`src/rtl/tl_channel_buffer_coupler.sv`:
```
// tl_channel_buffer_coupler
//   TileLink-UL A/D channel coupler. It holds an independent FIFO on the A (request) channel and
//   another on the D (response) channel. It sits between a crossbar port and a downstream slave or
//   adapter, where it breaks timing paths and absorbs bursts. Beat contents are never altered and
//   each channel keeps strict beat order.
//
// Configuration macro:
//   TL_BUF_FLOW_EN - when defined, an empty FIFO forwards its input beat to its output in the same
//                    cycle. A beat that is dequeued in that cycle is not stored. When undefined,
//                    no input valid or bits signal reaches any output combinationally.
//
// Ports:
//   clock                         single clock; all state changes on the rising edge
//   reset                         synchronous, active-low
//   in_a_valid/in_a_ready/in_a_bits     upstream A channel (sink side of the A FIFO)
//   out_a_valid/out_a_ready/out_a_bits  downstream A channel (source side of the A FIFO)
//   out_d_valid/out_d_ready/out_d_bits  downstream D channel (sink side of the D FIFO)
//   in_d_valid/in_d_ready/in_d_bits     upstream D channel (source side of the D FIFO)
//   a_count, d_count              FIFO occupancy; tied to 0 when the depth is 0
//
// A beat packing, MSB first: {opcode[3], param[3], size, source, address, mask, data, corrupt}
// D beat packing, MSB first: {opcode[3], param[2], size, source, sink, denied, data, corrupt}

module tl_channel_buffer_coupler #(
    parameter int unsigned ADDR_W   = 32,
    parameter int unsigned DATA_W   = 64,
    parameter int unsigned SOURCE_W = 1,
    parameter int unsigned SINK_W   = 2,
    parameter int unsigned SIZE_W   = 4,
    parameter int unsigned A_DEPTH  = 2,
    parameter int unsigned D_DEPTH  = 2,
    localparam int unsigned A_W = 3 + 3 + SIZE_W + SOURCE_W + ADDR_W + DATA_W / 8 + DATA_W + 1,
    localparam int unsigned D_W = 3 + 2 + SIZE_W + SOURCE_W + SINK_W + 1 + DATA_W + 1
) (
    input  logic           clock,
    input  logic           reset,

    input  logic           in_a_valid,
    output logic           in_a_ready,
    input  logic [A_W-1:0] in_a_bits,

    output logic           out_a_valid,
    input  logic           out_a_ready,
    output logic [A_W-1:0] out_a_bits,

    input  logic           out_d_valid,
    output logic           out_d_ready,
    input  logic [D_W-1:0] out_d_bits,

    output logic           in_d_valid,
    input  logic           in_d_ready,
    output logic [D_W-1:0] in_d_bits,

    output logic [4:0]     a_count,
    output logic [4:0]     d_count
);

    // ------------------------------------------------------------------------------------------
    // A channel: in_a -> out_a
    // ------------------------------------------------------------------------------------------
    if (A_DEPTH == 0) begin : g_a_pass
        assign out_a_valid = in_a_valid;
        assign in_a_ready  = out_a_ready;
        assign out_a_bits  = in_a_bits;
        assign a_count     = 5'd0;
    end else begin : g_a_fifo
        localparam int unsigned PTR_W = (A_DEPTH > 1) ? $clog2(A_DEPTH) : 1;
        localparam logic [PTR_W-1:0] LAST_PTR = PTR_W'(A_DEPTH - 1);
        localparam logic [4:0] FULL_CNT = 5'(A_DEPTH);

        logic [A_W-1:0]   mem_q [A_DEPTH];
        logic [PTR_W-1:0] wr_ptr_q, wr_ptr_d;
        logic [PTR_W-1:0] rd_ptr_q, rd_ptr_d;
        logic [4:0]       count_q, count_d;
        logic             enq, deq;
        logic             empty;

        assign empty      = (count_q == 5'd0);
        // Ready looks only at occupancy, so a full FIFO never accepts on a draining cycle.
        assign in_a_ready = (count_q != FULL_CNT);
        assign a_count    = count_q;

`ifdef TL_BUF_FLOW_EN
        logic flow;
        // Bypass is suppressed while reset is asserted so no beat appears during reset.
        assign flow        = reset & empty & in_a_valid;
        assign out_a_valid = ~empty | flow;
        assign out_a_bits  = empty ? in_a_bits : mem_q[rd_ptr_q];
        // A bypassed beat that is taken downstream in the same cycle is never stored.
        assign enq         = in_a_valid & in_a_ready & ~(flow & out_a_ready);
        assign deq         = ~empty & out_a_ready;
`else
        assign out_a_valid = ~empty;
        assign out_a_bits  = mem_q[rd_ptr_q];
        assign enq         = in_a_valid & in_a_ready;
        assign deq         = ~empty & out_a_ready;
`endif

        always_comb begin
            wr_ptr_d = wr_ptr_q;
            rd_ptr_d = rd_ptr_q;
            count_d  = count_q;
            if (enq) begin
                wr_ptr_d = (wr_ptr_q == LAST_PTR) ? '0 : wr_ptr_q + 1'b1;
            end
            if (deq) begin
                rd_ptr_d = (rd_ptr_q == LAST_PTR) ? '0 : rd_ptr_q + 1'b1;
            end
            case ({enq, deq})
                2'b10:   count_d = count_q + 5'd1;
                2'b01:   count_d = count_q - 5'd1;
                default: count_d = count_q;
            endcase
        end

        always_ff @(posedge clock) begin
            if (!reset) begin
                wr_ptr_q <= '0;
                rd_ptr_q <= '0;
                count_q  <= 5'd0;
            end else begin
                wr_ptr_q <= wr_ptr_d;
                rd_ptr_q <= rd_ptr_d;
                count_q  <= count_d;
            end
        end

        // Storage is deliberately left out of reset; occupancy alone qualifies its contents.
        always_ff @(posedge clock) begin
            if (enq) begin
                mem_q[wr_ptr_q] <= in_a_bits;
            end
        end
    end

    // ------------------------------------------------------------------------------------------
    // D channel: out_d -> in_d
    // ------------------------------------------------------------------------------------------
    if (D_DEPTH == 0) begin : g_d_pass
        assign in_d_valid  = out_d_valid;
        assign out_d_ready = in_d_ready;
        assign in_d_bits   = out_d_bits;
        assign d_count     = 5'd0;
    end else begin : g_d_fifo
        localparam int unsigned PTR_W = (D_DEPTH > 1) ? $clog2(D_DEPTH) : 1;
        localparam logic [PTR_W-1:0] LAST_PTR = PTR_W'(D_DEPTH - 1);
        localparam logic [4:0] FULL_CNT = 5'(D_DEPTH);

        logic [D_W-1:0]   mem_q [D_DEPTH];
        logic [PTR_W-1:0] wr_ptr_q, wr_ptr_d;
        logic [PTR_W-1:0] rd_ptr_q, rd_ptr_d;
        logic [4:0]       count_q, count_d;
        logic             enq, deq;
        logic             empty;

        assign empty       = (count_q == 5'd0);
        assign out_d_ready = (count_q != FULL_CNT);
        assign d_count     = count_q;

`ifdef TL_BUF_FLOW_EN
        logic flow;
        assign flow       = reset & empty & out_d_valid;
        assign in_d_valid = ~empty | flow;
        assign in_d_bits  = empty ? out_d_bits : mem_q[rd_ptr_q];
        assign enq        = out_d_valid & out_d_ready & ~(flow & in_d_ready);
        assign deq        = ~empty & in_d_ready;
`else
        assign in_d_valid = ~empty;
        assign in_d_bits  = mem_q[rd_ptr_q];
        assign enq        = out_d_valid & out_d_ready;
        assign deq        = ~empty & in_d_ready;
`endif

        always_comb begin
            wr_ptr_d = wr_ptr_q;
            rd_ptr_d = rd_ptr_q;
            count_d  = count_q;
            if (enq) begin
                wr_ptr_d = (wr_ptr_q == LAST_PTR) ? '0 : wr_ptr_q + 1'b1;
            end
            if (deq) begin
                rd_ptr_d = (rd_ptr_q == LAST_PTR) ? '0 : rd_ptr_q + 1'b1;
            end
            case ({enq, deq})
                2'b10:   count_d = count_q + 5'd1;
                2'b01:   count_d = count_q - 5'd1;
                default: count_d = count_q;
            endcase
        end

        always_ff @(posedge clock) begin
            if (!reset) begin
                wr_ptr_q <= '0;
                rd_ptr_q <= '0;
                count_q  <= 5'd0;
            end else begin
                wr_ptr_q <= wr_ptr_d;
                rd_ptr_q <= rd_ptr_d;
                count_q  <= count_d;
            end
        end

        always_ff @(posedge clock) begin
            if (enq) begin
                mem_q[wr_ptr_q] <= out_d_bits;
            end
        end
    end

endmodule

```
`config.mk`:
```
export PLATFORM = sky130hd
export DESIGN_NAME = tl_channel_buffer_coupler
export DESIGN_NICKNAME = d
export VERILOG_FILES = /design/src/rtl/tl_channel_buffer_coupler.sv
export SDC_FILE = /design/constraint.sdc
export NUM_CORES = 1
export LEC_CHECK = 0
export ABC_AREA = 1
export ABC_CLOCK_PERIOD_IN_PS = 9300
export CORE_UTILIZATION = 63
export DETAILED_ROUTE_END_ITERATION = 7
export DONT_BUFFER_PORTS = 1
export GPL_TIMING_DRIVEN = 0
export PLACE_DENSITY = 0.79
export SYNTH_ARGS = -nofsm -noshare
export SYNTH_HDL_FRONTEND = slang
export SYNTH_SLANG_ARGS = --single-unit
```
`constraint.sdc`:
```
create_clock -name clock -period 9.3 [get_ports clock]
set_input_delay 1.86 -clock clock [delete_from_list [all_inputs] [get_ports clock]]
set_output_delay 1.86 -clock clock [all_outputs]
set_load 0.01 [all_outputs]
```
======== Word level (Yosys, flattened, before mapping) ========
Memory sizes are Yosys's and may differ from the RTL's. A register that Yosys moved wholly into a read port is not among the register bits.
Index checks and enable logic that the tools add are counted.
storage, ports and cells
  register bits after elaboration ......... 14
  memory bits (writable) .................. 388
  input bits .............................. 200
  memories kept ........................... 2
cells by class
  add/subtract/negate cells ............... 8
  equality and inequality tests ........... 6
  muxes and demuxes ....................... 14
  bitwise gates (word level) .............. 6
  reduce and logical (&&, ||, !) cells .... 4
memories
  name            words  bits a word  read ports  clocked after Yosys merged registers in  write ports  line  text
  g_a_fifo.mem_q  2      116          1           1                                        1            71    logic [A_W-1:0] mem_q [A_DEPTH];
  g_d_fifo.mem_q  2      78           1           1                                        1            149   logic [D_W-1:0] mem_q [D_DEPTH];
operators by type and width
  kind                 number
  $pmux 5 s2           2
  $mux 1               12
  $add 5x1->5 const B  2
  $logic_not 5->1      2
  $ne 5x2->1 const B   2
  $sub 5x1->5 const B  2
  $add 1x1->1 const B  4
  $and 1x1->1          4
  $eq 2x1->1 const B   2
  $eq 2x2->1 const B   2
  $reduce_bool 2->1    2
  $not 1->1            2

======== Logic depth before layout (Yosys ltp) ========
  depth after elaboration ................. 5
  gate-level depth with buffers ........... 15
  gate-level depth less buffers ........... 15

======== Worst setup path before layout ========
No wires, ideal clock.
  path kind ............................... input to register
  start ................................... input port in_a_valid
  end ..................................... memory g_a_fifo.mem_q[0][0] (netlist bit) (enable)
  arrival time ............................ 6.759 ns
  slack ................................... 1.949 ns
  stages .................................. 2
  path buffers ............................ 0
  cell sequence ........................... nand2_1 -> nor2_1
on the way
  longest elaborated chain between the ends .. 3
ends and longest elaborated chain
  what                          line  text
  start: declaration            38    input logic in_a_valid,
  $and 1x1->1                   95    assign enq = in_a_valid & in_a_ready;
  $mux 1                        130   if (enq) begin
  $mux 1 (implied by the code)  131   mem_q[wr_ptr_q] <= in_a_bits;
  end: declaration              71
Every way passes these cells.

==> impl_metrics.json <==
{
  "status": "complete, no violations",
  "grt_pass1_wl_um": 40500,
  "drv_cap": 0,
  "clk_latency_ns": 0.52,
  "ys_types": 20,
  "cts.sinks": 404,
  "cts_setup_buffers": 0,
  "nets": 1010,
  "rsz0062_at_grt": "false",
  "required_ns": 7.44,
  "diodes": 0,
  "power.share.combinational_pct": 22.6,
  "pre_cts_slack_ns": 5.86,
  "clock_path_buffers": 3,
  "synth_compound_area_share_pct": 0.527,
  "final_common_cell": "edfxtp_1",
  "switching_power_w": 0.00137,
  "hold_violations": 0,
  "clk_pin_slew_worst_paths_ns": 0.06,
  "gp_congestion": 0.831,
  "final_core_util_pct": 72.2,
  "grt_max_degree": 71,
  "seq_area_frac_synth_pct": 78.7,
  "finalMaxSlewViolations": 0,
  "die-area_sq_um": 24800,
  "fp.dieW_um": 157,
  "critPathSlowestCell": "mux2_2",
  "hold_depth": 2,
  "min_path_type": "reg -> reg",
  "drive_gt1_share_pct": 34.1,
  "worst_pin_slew_ns": 0.934,
  "relSlewSlack_pct": 37.7,
  "synthXorXnorAreaFrac_pct": 0.115,
  "hold_end": "g_a_fifo.rd_ptr_q",
  "cp_num_buf_inv": 2,
  "peakVddDrop_mv": 0.215,
  "rrSetupSlack_ns": 6.70,
  "finalWorstSetupSlack_ns": 5.67,
  "path_cells": "buf_6, buf_2, mux2_2",
  "wire_per_inst_um": 25.0,
  "crit_family": "buffers and inverters",
  "route.detailed.drc": 0,
  "power-per-cell-area_nw_per_um2": 290,
  "worstPathMaxFanout": 10,
  "p_int_w": 0.00356,
  "layout_common_cells": "edfxtp_1, mux2_2, mux2_4",
  "r2r_end": "g_a_fifo.mem_q[0][68]",
  "ys_seq_elements": 404,
  "rows": 56,
  "syn_avg_cell_area_sq_um": 20.3,
  "synthAdderAreaFrac_pct": 0.921,
  "start_kind": "flip-flop",
  "cts_max_level": 2,
  "synthSimpleGateAreaFrac_pct": 2.14,
  "cts_tree": "built",
  "syn_to_final_growth_pct": 11.8,
  "synthMuxAreaShare_pct": 15.8,
  "syn_nets": 960,
  "fmax_mhz": 276,
  "critical_path_class": "reg -> out",
  "overflow": 0,
  "vias": 6787,
  "place_hpwl_um": 20300,
  "switching_share_pct": 27.8,
  "ctsResizeCount": 0,
  "wl_um": 28700,
  "synthCells": 750,
  "clkPwrFrac_pct": 29.2,
  "holdWs_ns": 0.507,
  "synth_area_sq_um": 15200,
  "slowest_delay_ns": 0.44,
  "antenna_found_initial": 0,
  "clock_skew_ns": 0.0204,
  "ios": 408,
  "fin_setup_tns_ns": 0,
  "postRouteAntennaNets": 0,
  "hp-start": "g_a_fifo.rd_ptr_q",
  "finalSetupViolCount": 0,
  "r2r_start": "a_count[0]",
  "leakage_nw": 5.92,
  "start_util_pct": 64.6,
  "numCtsBuffers": 40,
  "avgViaCountPerCell": 5.91,
  "fillers": 1368,
  "die_height_um": 157,
  "r2r_cells": 7,
  "finalCritPeriodShare_pct": 39.0,
  "drt_iter0_drc": 483,
  "critical_path_arrival_ns": 1.77,
  "cp-end-kind": "output pin",
  "ys_warn_count": 0,
  "grt_use_total_pct": 22.5,
  "placement.io_buffers": 0,
  "root_buffer": "clkbuf_16",
  "grt_pass1_vias": 7000,
  "min_period_ns": 3.63,
  "hold_buffers": 0,
  "synth_top_family_by_area": "multiplexers",
  "p_seq_share_pct": 48.1,
  "first_pass_iters": 4,
  "core_area_sq_um": 23500
}
[through the flow]
stage	total power (W)	instance area, sq um	cells
CTS	0.00497	17000	1148
floorplan	0.00327	15200	750
finish	0.00494	17000	1148
global placement	0.00347	15600	1069
detailed placement	0.00353	15800	1077
global route	0.00512	17000	1148
[power groups by stage]
| stage | sequential (W) | combinational, W | clock [W] |
|---|---|---|---|
| 2_1_floorplan | 0.00241 | 0.000862 | 0 |
| 3_3_place_gp | 0.00245 | 0.00102 | 0 |
| 3_5_place_dp | 0.00241 | 0.00112 | 0 |
| 4_1_cts | 0.00238 | 0.00112 | 0.00146 |
| 5_1_grt | 0.00240 | 0.00119 | 0.00153 |
| 6_report | 0.00238 | 0.00112 | 0.00144 |
[flip-flops by register name (all words and copies together), names as in the netlist, named ones only]
| register | cells |
|---|---|
| g_a_fifo.mem_q | 232 |
| g_d_fifo.mem_q | 156 |
| a_count | 5 |
| d_count | 5 |
| g_a_fifo.rd_ptr_q | 1 |
| g_a_fifo.wr_ptr_q | 1 |
| g_d_fifo.rd_ptr_q | 1 |
| g_d_fifo.wr_ptr_q | 1 |
[tightest hold or removal path, cell delays in order (launching register included)]
cell and delay (ns):
dfxtp_1 0.33, a21oi_1 0.05, nor2_1 0.09
[metal layers]
metal	track usage (%)	part of all wire, %
met1	23.9	33
met5	0	0
met4	8.55	3.2
met2	40.3	53
met3	8.73	10
[cell type report]
class                      count  area, sq um  area share, %
sequential                   404        12000           70.4
multi-input combinational    298         2990           17.6
clock buffer                  56         1100           6.49
tap                          319          399           2.35
timing repair buffer           8          190           1.12
buffer                        23          170           1.00
inverter                      25         98.8          0.582
clock inverter                15         77.6          0.456
[how the worst max path moves through the flow]
stage | slack (ns) | cells past startpoint | end
4_1_cts | 5.65 | 3 | out_a_bits[41]
3_5_place_dp | 5.86 | 5 | g_a_fifo.mem_q[0][88]
6_report | 5.67 | 3 | out_a_bits[40]
5_1_grt | 5.61 | 3 | in_d_bits[16]
2_1_floorplan | 1.95 | 2 | g_a_fifo.mem_q[0][0]
3_3_place_gp | -0.02 | 2 | g_a_fifo.mem_q[0][47]
[cells by family after synthesis]
group | count (synthesis)
simple gates | 76
flops | 404
buf+inv | 48
fa+ha+maj | 10
xor+xnor | 2
compound gates | 16
mux | 194
[cell usage after synthesis, drive strengths merged]
master  count  area share (%)
a21oi      10            0.33
buf        21             1.1
clkbuf      2           0.058
dfxtp      16             2.1
edfxtp    388              77
fa          2            0.26
ha          8            0.66
inv        25            0.62
mux2      194              16
nand2      34            0.84
nand3      10            0.33
nand3b      2           0.099
nand4       4            0.16
nor2       22            0.54
o21ai       6            0.20
or2         4            0.16
xnor2       2            0.12
Note: power is estimated with default switching activity, not from simulation.
